**src/rtl/deserializer.sv**
```systemverilog
// MSB-first serial-to-byte receiver with optional HDLC destuffing, flag alignment
// and abort detection. Define DESER_FCS_EN to add the CRC-16 frame check (fcs_ok).
module deserializer (
    input  logic       clk,
    input  logic       reset,
    input  logic       data_in,
    input  logic       use_stuffing,
    output logic [7:0] data_out,
    output logic       strobe,
    output logic       in_sync,
    output logic       flag,
    output logic       abort,
    output logic       frame_err
`ifdef DESER_FCS_EN
    ,
    output logic       fcs_ok
`endif
);

    typedef enum logic {HUNT, SYNCED} sync_t;

    sync_t      state_q, state_d;
    logic [2:0] ones_q, ones_d;
    logic [2:0] cnt_q, cnt_d;
    logic [6:0] part_q, part_d;
    logic [7:0] byte_d, dout_d;
    logic       strobe_d, flag_d, abort_d, ferr_d, take;

    assign in_sync = (state_q == SYNCED);

    always_comb begin
        ones_d   = data_in ? ((ones_q == 3'd7) ? 3'd7 : ones_q + 3'd1) : 3'd0;
        state_d  = state_q;
        cnt_d    = cnt_q;
        part_d   = part_q;
        dout_d   = data_out;
        byte_d   = {part_q, data_in};
        strobe_d = 1'b0;
        flag_d   = 1'b0;
        abort_d  = 1'b0;
        ferr_d   = 1'b0;
        take     = 1'b0;
        if (!use_stuffing) begin
            state_d = SYNCED;
            take    = 1'b1;
        end else if (!data_in && ones_q == 3'd5) begin
            take = 1'b0;
        end else if (!data_in && ones_q == 3'd6) begin
            // an aligned closing flag leaves exactly 7 of its bits in the counter
            flag_d  = 1'b1;
            ferr_d  = (state_q == SYNCED) && (cnt_q != 3'd7);
            state_d = SYNCED;
            cnt_d   = 3'd0;
            part_d  = 7'd0;
        end else if (data_in && ones_q == 3'd6) begin
            abort_d = (state_q == SYNCED);
            state_d = HUNT;
            cnt_d   = 3'd0;
            part_d  = 7'd0;
        end else begin
            take = (state_q == SYNCED);
        end
        if (take) begin
            part_d = byte_d[6:0];
            if (cnt_q == 3'd7) begin
                dout_d   = byte_d;
                strobe_d = 1'b1;
                cnt_d    = 3'd0;
            end else begin
                cnt_d = cnt_q + 3'd1;
            end
        end
    end

    always_ff @(posedge clk) begin
        if (reset) begin
            state_q   <= HUNT;
            ones_q    <= 3'd0;
            cnt_q     <= 3'd0;
            part_q    <= 7'd0;
            data_out  <= 8'h00;
            strobe    <= 1'b0;
            flag      <= 1'b0;
            abort     <= 1'b0;
            frame_err <= 1'b0;
        end else begin
            state_q   <= state_d;
            ones_q    <= ones_d;
            cnt_q     <= cnt_d;
            part_q    <= part_d;
            data_out  <= dout_d;
            strobe    <= strobe_d;
            flag      <= flag_d;
            abort     <= abort_d;
            frame_err <= ferr_d;
        end
    end

`ifdef DESER_FCS_EN
    logic [15:0] crc_q, crc_d;
    logic        fcs_d;

    function automatic logic [15:0] crc_step(input logic [15:0] c, input logic [7:0] d);
        logic [15:0] r;
        r = c ^ {d, 8'h00};
        for (int i = 0; i < 8; i++) begin
            r = r[15] ? ({r[14:0], 1'b0} ^ 16'h1021) : {r[14:0], 1'b0};
        end
        return r;
    endfunction

    // the received FCS is folded in too, so a good frame leaves a zero residue
    always_comb begin
        crc_d = crc_q;
        fcs_d = 1'b0;
        if (strobe_d) begin
            crc_d = crc_step(crc_q, dout_d);
        end
        if (flag_d) begin
            fcs_d = in_sync && (crc_q == 16'h0000);
            crc_d = 16'hFFFF;
        end
    end

    always_ff @(posedge clk) begin
        if (reset) begin
            crc_q  <= 16'hFFFF;
            fcs_ok <= 1'b0;
        end else begin
            crc_q  <= crc_d;
            fcs_ok <= fcs_d;
        end
    end
`endif

endmodule
```
**config.mk**
```make
export PLATFORM = sky130hd
export DESIGN_NAME = deserializer
export DESIGN_NICKNAME = d
export VERILOG_FILES = /design/src/rtl/deserializer.sv
export SDC_FILE = /design/constraint.sdc
export NUM_CORES = 1
export LEC_CHECK = 0
export ABC_CLOCK_PERIOD_IN_PS = 1800
export BUFFER_PORTS_ARGS = -buffer_cell sky130_fd_sc_hd__buf_2
export CELL_PAD_IN_SITES_DETAIL_PLACEMENT = 1
export CELL_PAD_IN_SITES_GLOBAL_PLACEMENT = 1
export CORE_MARGIN = 3
export CORE_UTILIZATION = 40
export DETAILED_ROUTE_END_ITERATION = 10
export GPL_TIMING_DRIVEN = 0
export PLACE_DENSITY = 0.7
export SLEW_MARGIN = 10
export SYNTH_ARGS = -nofsm -noshare
export SYNTH_HDL_FRONTEND = slang
export SYNTH_SLANG_ARGS = --single-unit
```
**constraint.sdc**
```tcl
create_clock -name clk -period 1.8 [get_ports clk]
set_input_delay 0.18 -clock clk [delete_from_list [all_inputs] [get_ports clk]]
set_output_delay 0.18 -clock clk [all_outputs]
set_load 0.01 [all_outputs]
```
After elaboration in Yosys (flattened, before gate mapping) --
Cells that the tools add are included.
Operators by class: add/sub/neg operators 2, equality and inequality tests 7, multiplexer cells 21, bitwise gates (word level) 5, reduce and logical (&&, ||, !) cells 14
Operators by type and width (count):
- 7-bit two-way mux | 5
- 3-bit two-way mux | 7
- 3-bit == test (second input constant) | 4
- 1-bit two-way mux | 9
- 3-bit by 1-bit adder with 3-bit output (second input constant) | 2
- 1-bit inverter | 5
- 5-bit OR reduction | 1
- 1-bit logical AND | 4
- 2-bit != test (second input constant) | 2
- 2-bit OR reduction | 2
- 4-bit OR reduction | 1
- 3-bit != test (second input constant) | 1
- 3-bit AND reduction | 1
- 3-bit nonzero test | 1
- 3-bit OR reduction | 1
- 2-bit AND reduction | 1
- 2-bit nonzero test | 1
- 1-bit zero test | 1
Storage, ports and cells: bits in registers 26, input bits 4, output and inout port bits 13, logic and storage cells 58

Depth between registers and ports, before layout --
Gate-level depths: netlist of run 1.
word-level depth 8, mapped depth 7, mapped depth without buffers 6

Worst setup path before layout of run 1 --
OpenSTA, ideal clock, no wires.
path type reg2reg, from register ones_q[0], to register cnt_q[0], library setup time 70 ps, arrival 1465 ps, data required time 1730 ps, path slack 265 ps, stages on the path, launching flop included 7, path buffers 0, period minus slack after synthesis 1535 ps, cells stage by stage dfxtp_1 -> inv_1 -> ha_1 -> nand2b_1 -> o221ai_4 -> or3b_1 -> a21oi_1
Between the ends: word-level cells in the longest chain between the ends 8, elaborated cells between the ends (all ways) 17, those cells by class eq/ne (3); mux (8); reduce/logical (6)
Ends and longest elaborated chain:
- from (decl) | line 23 | logic [2:0] ones_q, ones_d;
- from (signal assigned) | line 88 | ones_q <= ones_d;
- 3-bit == test | line 48, 55
- 1-bit logical AND | line 55 | end else if (data_in && ones_q == 3'd6) begin
- 1-bit two-way mux
- 1-bit two-way mux | line 48 | end else if (!data_in && ones_q == 3'd6) begin
- 1-bit two-way mux | line 46 | end else if (!data_in && ones_q == 3'd5) begin
- 1-bit two-way mux | line 43 | if (!use_stuffing) begin
- 2-bit != test (no source line) (tied with other cells)
- 3-bit AND reduction (no source line)
- to (signal assigned) | line 89 | cnt_q <= cnt_d;
- to (decl) | line 24 | logic [2:0] cnt_q, cnt_d;
Several ways; a longest one is shown, not always the timed one. The select of a mux whose other input is x is not followed. A chain may end at the register's enable or synchronous reset.

Worst setup path in the final report of run 1 --
Ends and elaborated chain as after synthesis.

==> impl_metrics.json, run 1 <==
{
  "track_usage": 0.1486,
  "cp-end-kind": "register",
  "swShare": 0.2194,
  "pwr_density_cell_nw_per_um2": 874.9,
  "coreArea_um2": 2500,
  "cts_tree": "done",
  "min_period_ps": 1676,
  "intPower_w": 0.0008613,
  "dieArea_um2": 3306,
  "grt_util_met2": 0.2403,
  "grt_pass1_wl_um": 3781,
  "drtPass1Iterations": 4,
  "root_buffer": "clkbuf_4",
  "ys_ff_latch": 26,
  "die_y_um": 57.50,
  "rows": 18,
  "tightest_slew_ps": 442.6,
  "synth_cell_types": 24,
  "critPathMaxFanout": 7,
  "synth.top_cell.area_share": 0.4906,
  "p_sw_w": 0.0002421,
  "worstReg2RegEnd": "cnt_q[0]$_SDFFE_PP0P_",
  "drt_drc_violations_left": 0,
  "vdd_drop_max_uv": 542.2,
  "dpl_cell_area_um2": 1179,
  "critPathLaunchType": "register",
  "maxCapViolations": 0,
  "required_ps": 2070,
  "grt_use_met3": 0.02941,
  "syn_nets": 119,
  "synth-seq-area-share": 0.4906,
  "yosysTopAreaCell": "dfxtp_1",
  "setup_viol": 0,
  "reg2regPathDepth": 6,
  "pwr-share-seq": 0.546,
  "min-delay-start": "reset",
  "vias": 858,
  "avgViaCountPerCell": 5.264,
  "slew_viol_final": 0,
  "grt_pass1_vias": 833,
  "drtIter0Drc": 7,
  "ys_top_cells_by_area": "dfxtp_1 (49%), a22oi_1 (6.4%), ha_1 (5.9%)",
  "crit_type": "register to register",
  "yosysWarnings": 0,
  "combPwrFrac": 0.089,
  "power_frac_clock": 0.364,
  "final-hold-violation-count": 0,
  "cts_max_level": 1,
  "hold_path.class": "primary input to register",
  "clk_pin_slew_worst_paths_ps": 140,
  "grt.busiest_layer": "met2",
  "p_leak_nw": 0.5265,
  "reg2reg_slack_ps": 120,
  "netlist_area_um2": 1061,
  "numCtsBuffers": 3,
  "fin_nets": 143,
  "cts_buffer_depth": 2,
  "drive_gt1_frac": 0.2256,
  "area_growth_pct": 18.87,
  "antenna_cells": 0,
  "dieWidth_um": 57.50,
  "met1_usage": 0.1889,
  "worst_hold_slack_ps": 111.3,
  "gp_congestion": 0.6858,
  "initial_utilization": 0.4244,
  "period_share": 0.9311,
  "ctsHoldBuffers": 0,
  "critPathArrivalTime_ps": 1950,
  "clkSinkCount": 26,
  "status": "finished clean",
  "drtAntennaViolNets": 0,
  "wire_per_inst_um": 13.98,
  "antenna_found_initial": 0,
  "hold_depth": 4,
  "overflow": 0,
  "numPortBuffers": 16,
  "ios": 17,
  "syn_avg_cell_area_um2": 9.646,
  "insertion_delay_ps": 320,
  "grt_max_degree": 16,
  "finalClockSkew_ps": 2.973,
  "hold_path_end": "abort$_SDFF_PP0_",
  "num-fill-cells": 303,
  "wl_um": 2278,
  "hpwl_um": 1565,
  "r2r_start": "ones_q[0]$_SDFF_PP0_",
  "synth_cells": 110,
  "timing.slew.headroom": 0.7049,
  "fmax_mhz": 596.7,
  "final_area_um2": 1261
}
[worst max-delay path by stage]
stage,from,endpoint
2_1_floorplan,ones_q[0]$_SDFF_PP0_,cnt_q[0]$_SDFFE_PP0P_
3_3_place_gp,ones_q[0]$_SDFF_PP0_,data_out[7]$_SDFFE_PP0P_
4_1_cts,ones_q[0]$_SDFF_PP0_,cnt_q[0]$_SDFFE_PP0P_
3_5_place_dp,ones_q[0]$_SDFF_PP0_,data_out[6]$_SDFFE_PP0P_
5_1_grt,ones_q[0]$_SDFF_PP0_,cnt_q[0]$_SDFFE_PP0P_
6_report,ones_q[0]$_SDFF_PP0_,cnt_q[0]$_SDFFE_PP0P_
[per-stage QoR]
step	power [W]	instances	worst slack, ps	TNS (ps)	util
floorplan	0.0006779	110	264.8	0	-
global placement	0.0007016	156	40.89	0	0.4715
detailed placement	0.0007051	156	5.585	0	0.4715
CTS	0.001108	160	45.89	0	0.4925
global route	0.001146	163	-12.77	-12.77	0.5045
finish	0.001103	163	124.1	0	0.5045
[worst max-delay path, cell delays in order, from the launching register on]
cell	delay (ps)
dfxtp_4	390
inv_1	40
ha_1	230
nand2b_1	190
o221ai_4	270
or3b_1	380
a21oi_1	120
[cells in the final DEF, fill, tap and decap left out]
cell type and n:
nor2b_1 3, mux2i_1 1, inv_2 1, and4b_1 1
buf_4 4, nand2b_1 10, nand3_1 1, bufinv_16 1
nand4b_1 7, nor2_1 14, a21oi_1 4, o21ai_0 8
and2_2 1, and2_1 1, clkbuf_4 3, dfxtp_1 25
ha_1 5, or3b_1 1, o221ai_4 1, dfxtp_4 1
a32o_1 1, inv_1 2, a22oi_1 9, nor3b_1 1
clkbuf_1 4, nand2_1 5, buf_2 17, a21bo_2 1
[cells in the mapped netlist, drive strengths merged]
master and count:
a32o 1, buf 2, mux2i 1, nor3b 1, nor2 14, inv 3
nand2b 10, ha 5, o221ai 1, nand2 5, clkbuf 4, a21bo 1
and2 2, a22oi 9, or3b 1, dfxtp 26, and4b 1, o21ai 8
nor2b 3, nand3 1, nand4b 7, a21oi 4
[power groups by stage]
stage / registers, W / logic (W) / clock network (W)
4_1_cts: 0.000604 / 0.0000909 / 0.000413
3_5_place_dp: 0.000616 / 0.0000892 / 0
5_1_grt: 0.000606 / 0.000111 / 0.000429
2_1_floorplan: 0.000614 / 0.0000643 / 0
3_3_place_gp: 0.000615 / 0.0000864 / 0
6_report: 0.000603 / 0.0000983 / 0.000402
[cell families after synthesis]
kind of cell	count (synthesis)	synth area share
AND/OR/NAND/NOR	45	0.2429
flip-flops	26	0.4906
AO/OA/AOI/OAI	24	0.1639
buffers and inverters	9	0.03419
adder cells (fa/ha/maj)	5	0.05896
multiplexers	1	0.009434
[state kept, by name (all words and copies together), names as in the netlist]
signal / flops
abort: 1
cnt_q: 3
data_out: 8
flag: 1
frame_err: 1
in_sync: 1
ones_q: 3
part_q: 7
strobe: 1
[final cells by class]
cell class	instances	area [um2]	area share
Buffer	6	27.53	0.02183
Clock buffer	3	22.52	0.01786
Clock inverter	1	30.03	0.02381
Inverter	3	11.26	0.008929
Multi-Input combinational cell	75	505.5	0.4008
Sequential cell	26	524.3	0.4157
Tap cell	30	37.54	0.02976
Timing Repair Buffer	19	102.6	0.08135
[per-layer routing]
| layer | part of all wire | routed length (um) |
|---|---|---|
| met1 | 0.48 | 1101 |
| met2 | 0.45 | 1034 |
| met3 | 0.044 | 101 |
| met4 | 0.018 | 41 |
| met5 | 0 | 0 |
[repair_timing]
action | 4_1_cts | 5_1_grt
setup endpoints to repair | 7 | 11
buffers inserted | 0 | 3
endpoints found under the hold margin | 0 | 0
pin swaps | 0 | 1
gates resized for setup | 1 | 5
No activity file was read; power rests on OpenSTA's default activity.
==> run 2: changes to the inputs <==
Settings changed: REMOVE_ABC_BUFFERS from default to 1.
==> impl_metrics.json, run 2 (synthesized netlist as in run 1, its figures left out) <==
{
  "status": "finished clean",
  "insertion_delay_ps": 310,
  "combPwrFrac": 0.091,
  "wire_per_inst_um": 13.16,
  "crit_start": "ones_q[0]$_SDFF_PP0_",
  "finalClockSkew_ps": 6.202,
  "numCtsBuffers": 3,
  "layout_commonest_cell": "dfxtp_1",
  "critPathLaunchType": "register",
  "p_sw_w": 0.0002270,
  "drtPass1Iterations": 4,
  "timing.slew.headroom": 0.7107,
  "drtAntennaViolNets": 0,
  "power_w": 0.0009812,
  "clk_pin_slew_worst_paths_ps": 140,
  "area_growth_pct": 13.68,
  "reg2reg_slack_ps": 190,
  "final-hold-violation-count": 0,
  "dieArea_um2": 3306,
  "final_cell_mix": "dfxtp_1 (25), buf_2 (16), nor2_1 (14)",
  "pwr_density_cell_nw_per_um2": 813.5,
  "num-fill-cells": 302,
  "coreArea_um2": 2500,
  "hold_path.class": "primary input to register",
  "final_area_um2": 1206,
  "setup_slack_ps": 187.4,
  "largestRegisters": "data_out: 8 flops, part_q: 7 flops",
  "cp-end-kind": "register",
  "clkSinkCount": 26,
  "worst_hold_slack_ps": 120.8,
  "grt_max_degree": 30,
  "die_y_um": 57.50,
  "p_leak_nw": 0.5003,
  "period_share": 0.8959,
  "fin_nets": 136,
  "min_period_ps": 1613,
  "cpPeakStageDelay_ps": 380,
  "place_ws_ps": -177.9,
  "ctsHoldBuffers": 0,
  "initial_utilization": 0.4244,
  "numPortBuffers": 16,
  "cts_max_level": 1,
  "grt_pass1_vias": 752,
  "largest_reg_flops": 8,
  "gp_congestion": 0.7058,
  "r2r_start": "ones_q[0]$_SDFF_PP0_",
  "fmax_mhz": 620.1,
  "overflow": 0,
  "dpl_cell_area_um2": 1154,
  "vdd_drop_max_uv": 485.8,
  "critPathSlowestCell": "dfxtp_2",
  "crit_chain": "inv_1 -> ha_1 -> nand2b_1 -> o221ai_4 -> or3b_1 -> a21oi_1",
  "drtIter0Drc": 14,
  "avgViaCountPerCell": 5.224,
  "grt_pass1_wl_um": 3567,
  "required_ps": 2060,
  "critPathArrivalTime_ps": 1870,
  "intPower_w": 0.0007542,
  "swShare": 0.2313,
  "worstReg2RegEnd": "cnt_q[0]$_SDFFE_PP0P_",
  "hold_depth": 2,
  "rsz0062_at_grt": "no",
  "critPathMaxFanout": 4,
  "hpwl_um": 1402,
  "vias": 815,
  "tightest_slew_ps": 433.9,
  "cts_buffer_depth": 2,
  "maxCapViolations": 0,
  "cp-endpoint": "cnt_q[0]$_SDFFE_PP0P_",
  "antenna_cells": 0,
  "reg2regPathDepth": 6,
  "setup_viol": 0,
  "slew_viol_final": 0,
  "rows": 18,
  "drt_drc_violations_left": 0,
  "crit_type": "register to register",
  "track_usage": 0.1376,
  "wl_um": 2053,
  "ios": 17,
  "largest_register": "data_out",
  "dieWidth_um": 57.50,
  "root_buffer": "clkbuf_4",
  "antenna_found_initial": 0,
  "drive_gt1_frac": 0.2063,
  "power_frac_clock": 0.294,
  "pwr-share-seq": 0.615,
  "post-route-util": 0.4825,
  "cts_tree": "done"
}
run 2: cell types whose count changed in the layout (fill, tap and decap cells not counted):
| cell | previous run | this run |
|---|---|---|
| clkbuf_1 | 4 | 0 |
| buf_4 | 4 | 2 |
| and2_1 | 1 | 2 |
| and2_2 | 1 | 0 |
| buf_2 | 17 | 16 |
| bufinv_16 | 1 | 0 |
| clkbuf_8 | 0 | 1 |
| dfxtp_2 | 0 | 1 |
| dfxtp_4 | 1 | 0 |
run 2: critical path, delay by kind of cell, from the launching register on:
kind | cells | cell delay, ps
flip-flops | 1 | 380
AO/OA/AOI/OAI | 2 | 340
buffers and inverters | 1 | 50
AND/OR/NAND/NOR | 2 | 570
adder cells (fa/ha/maj) | 1 | 230
run 2: worst min-delay path by stage:
stage / start / endpoint
final: use_stuffing / in_sync$_SDFFE_PP0P_
after global routing: use_stuffing / in_sync$_SDFFE_PP0P_
after CTS: use_stuffing / in_sync$_SDFFE_PP0P_
after detailed placement: use_stuffing / in_sync$_SDFFE_PP0P_
after global placement: use_stuffing / in_sync$_SDFFE_PP0P_
after floorplan: reset / cnt_q[0]$_SDFFE_PP0P_
run 2: through the flow:
step           std cells  setup TNS (ps)
6_report             156               0
5_1_grt              156               0
4_1_cts              156               0
3_5_place_dp         150           -1318
3_3_place_gp         150          -766.4
2_1_floorplan        104               0
run 2: timing repair:
action                                  in CTS  in global routing
resized for setup                            0                  2
pin swaps                                    1                  0
endpoints found under the setup margin       8                  8
buffers inserted                             2                  0
run 2: power by group through the flow:
stage | combinational [W] | sequential [W] | clock (W)
after global placement | 0.0000798 | 0.000615 | 0
after floorplan | 0.0000556 | 0.000614 | 0
after CTS | 0.0000908 | 0.000604 | 0.000305
after detailed placement | 0.0000852 | 0.000616 | 0
final | 0.0000893 | 0.000604 | 0.000288
after global routing | 0.000101 | 0.000607 | 0.000325
run 2: per-layer routing:
metal | track usage | wire, um | vias up | part of all wire
li1 | - | - | 418 | -
met1 | 0.1883 | 999 | 387 | 0.49
met2 | 0.2097 | 983 | 8 | 0.48
met3 | 0.02715 | 55 | 2 | 0.027
met4 | 0.05960 | 14 | 0 | 0.0068
met5 | 0 | 0 | - | 0
run 2: cell type report:
| class | count | area, um2 | share of cell area |
|---|---|---|---|
| tap | 30 | 37.54 | 0.03112 |
| clock buffer | 4 | 36.28 | 0.03008 |
| sequential | 26 | 521.8 | 0.4326 |
| inverter | 3 | 11.26 | 0.009336 |
| multi-input combinational | 75 | 504.2 | 0.4180 |
| timing repair buffer | 18 | 95.09 | 0.07884 |
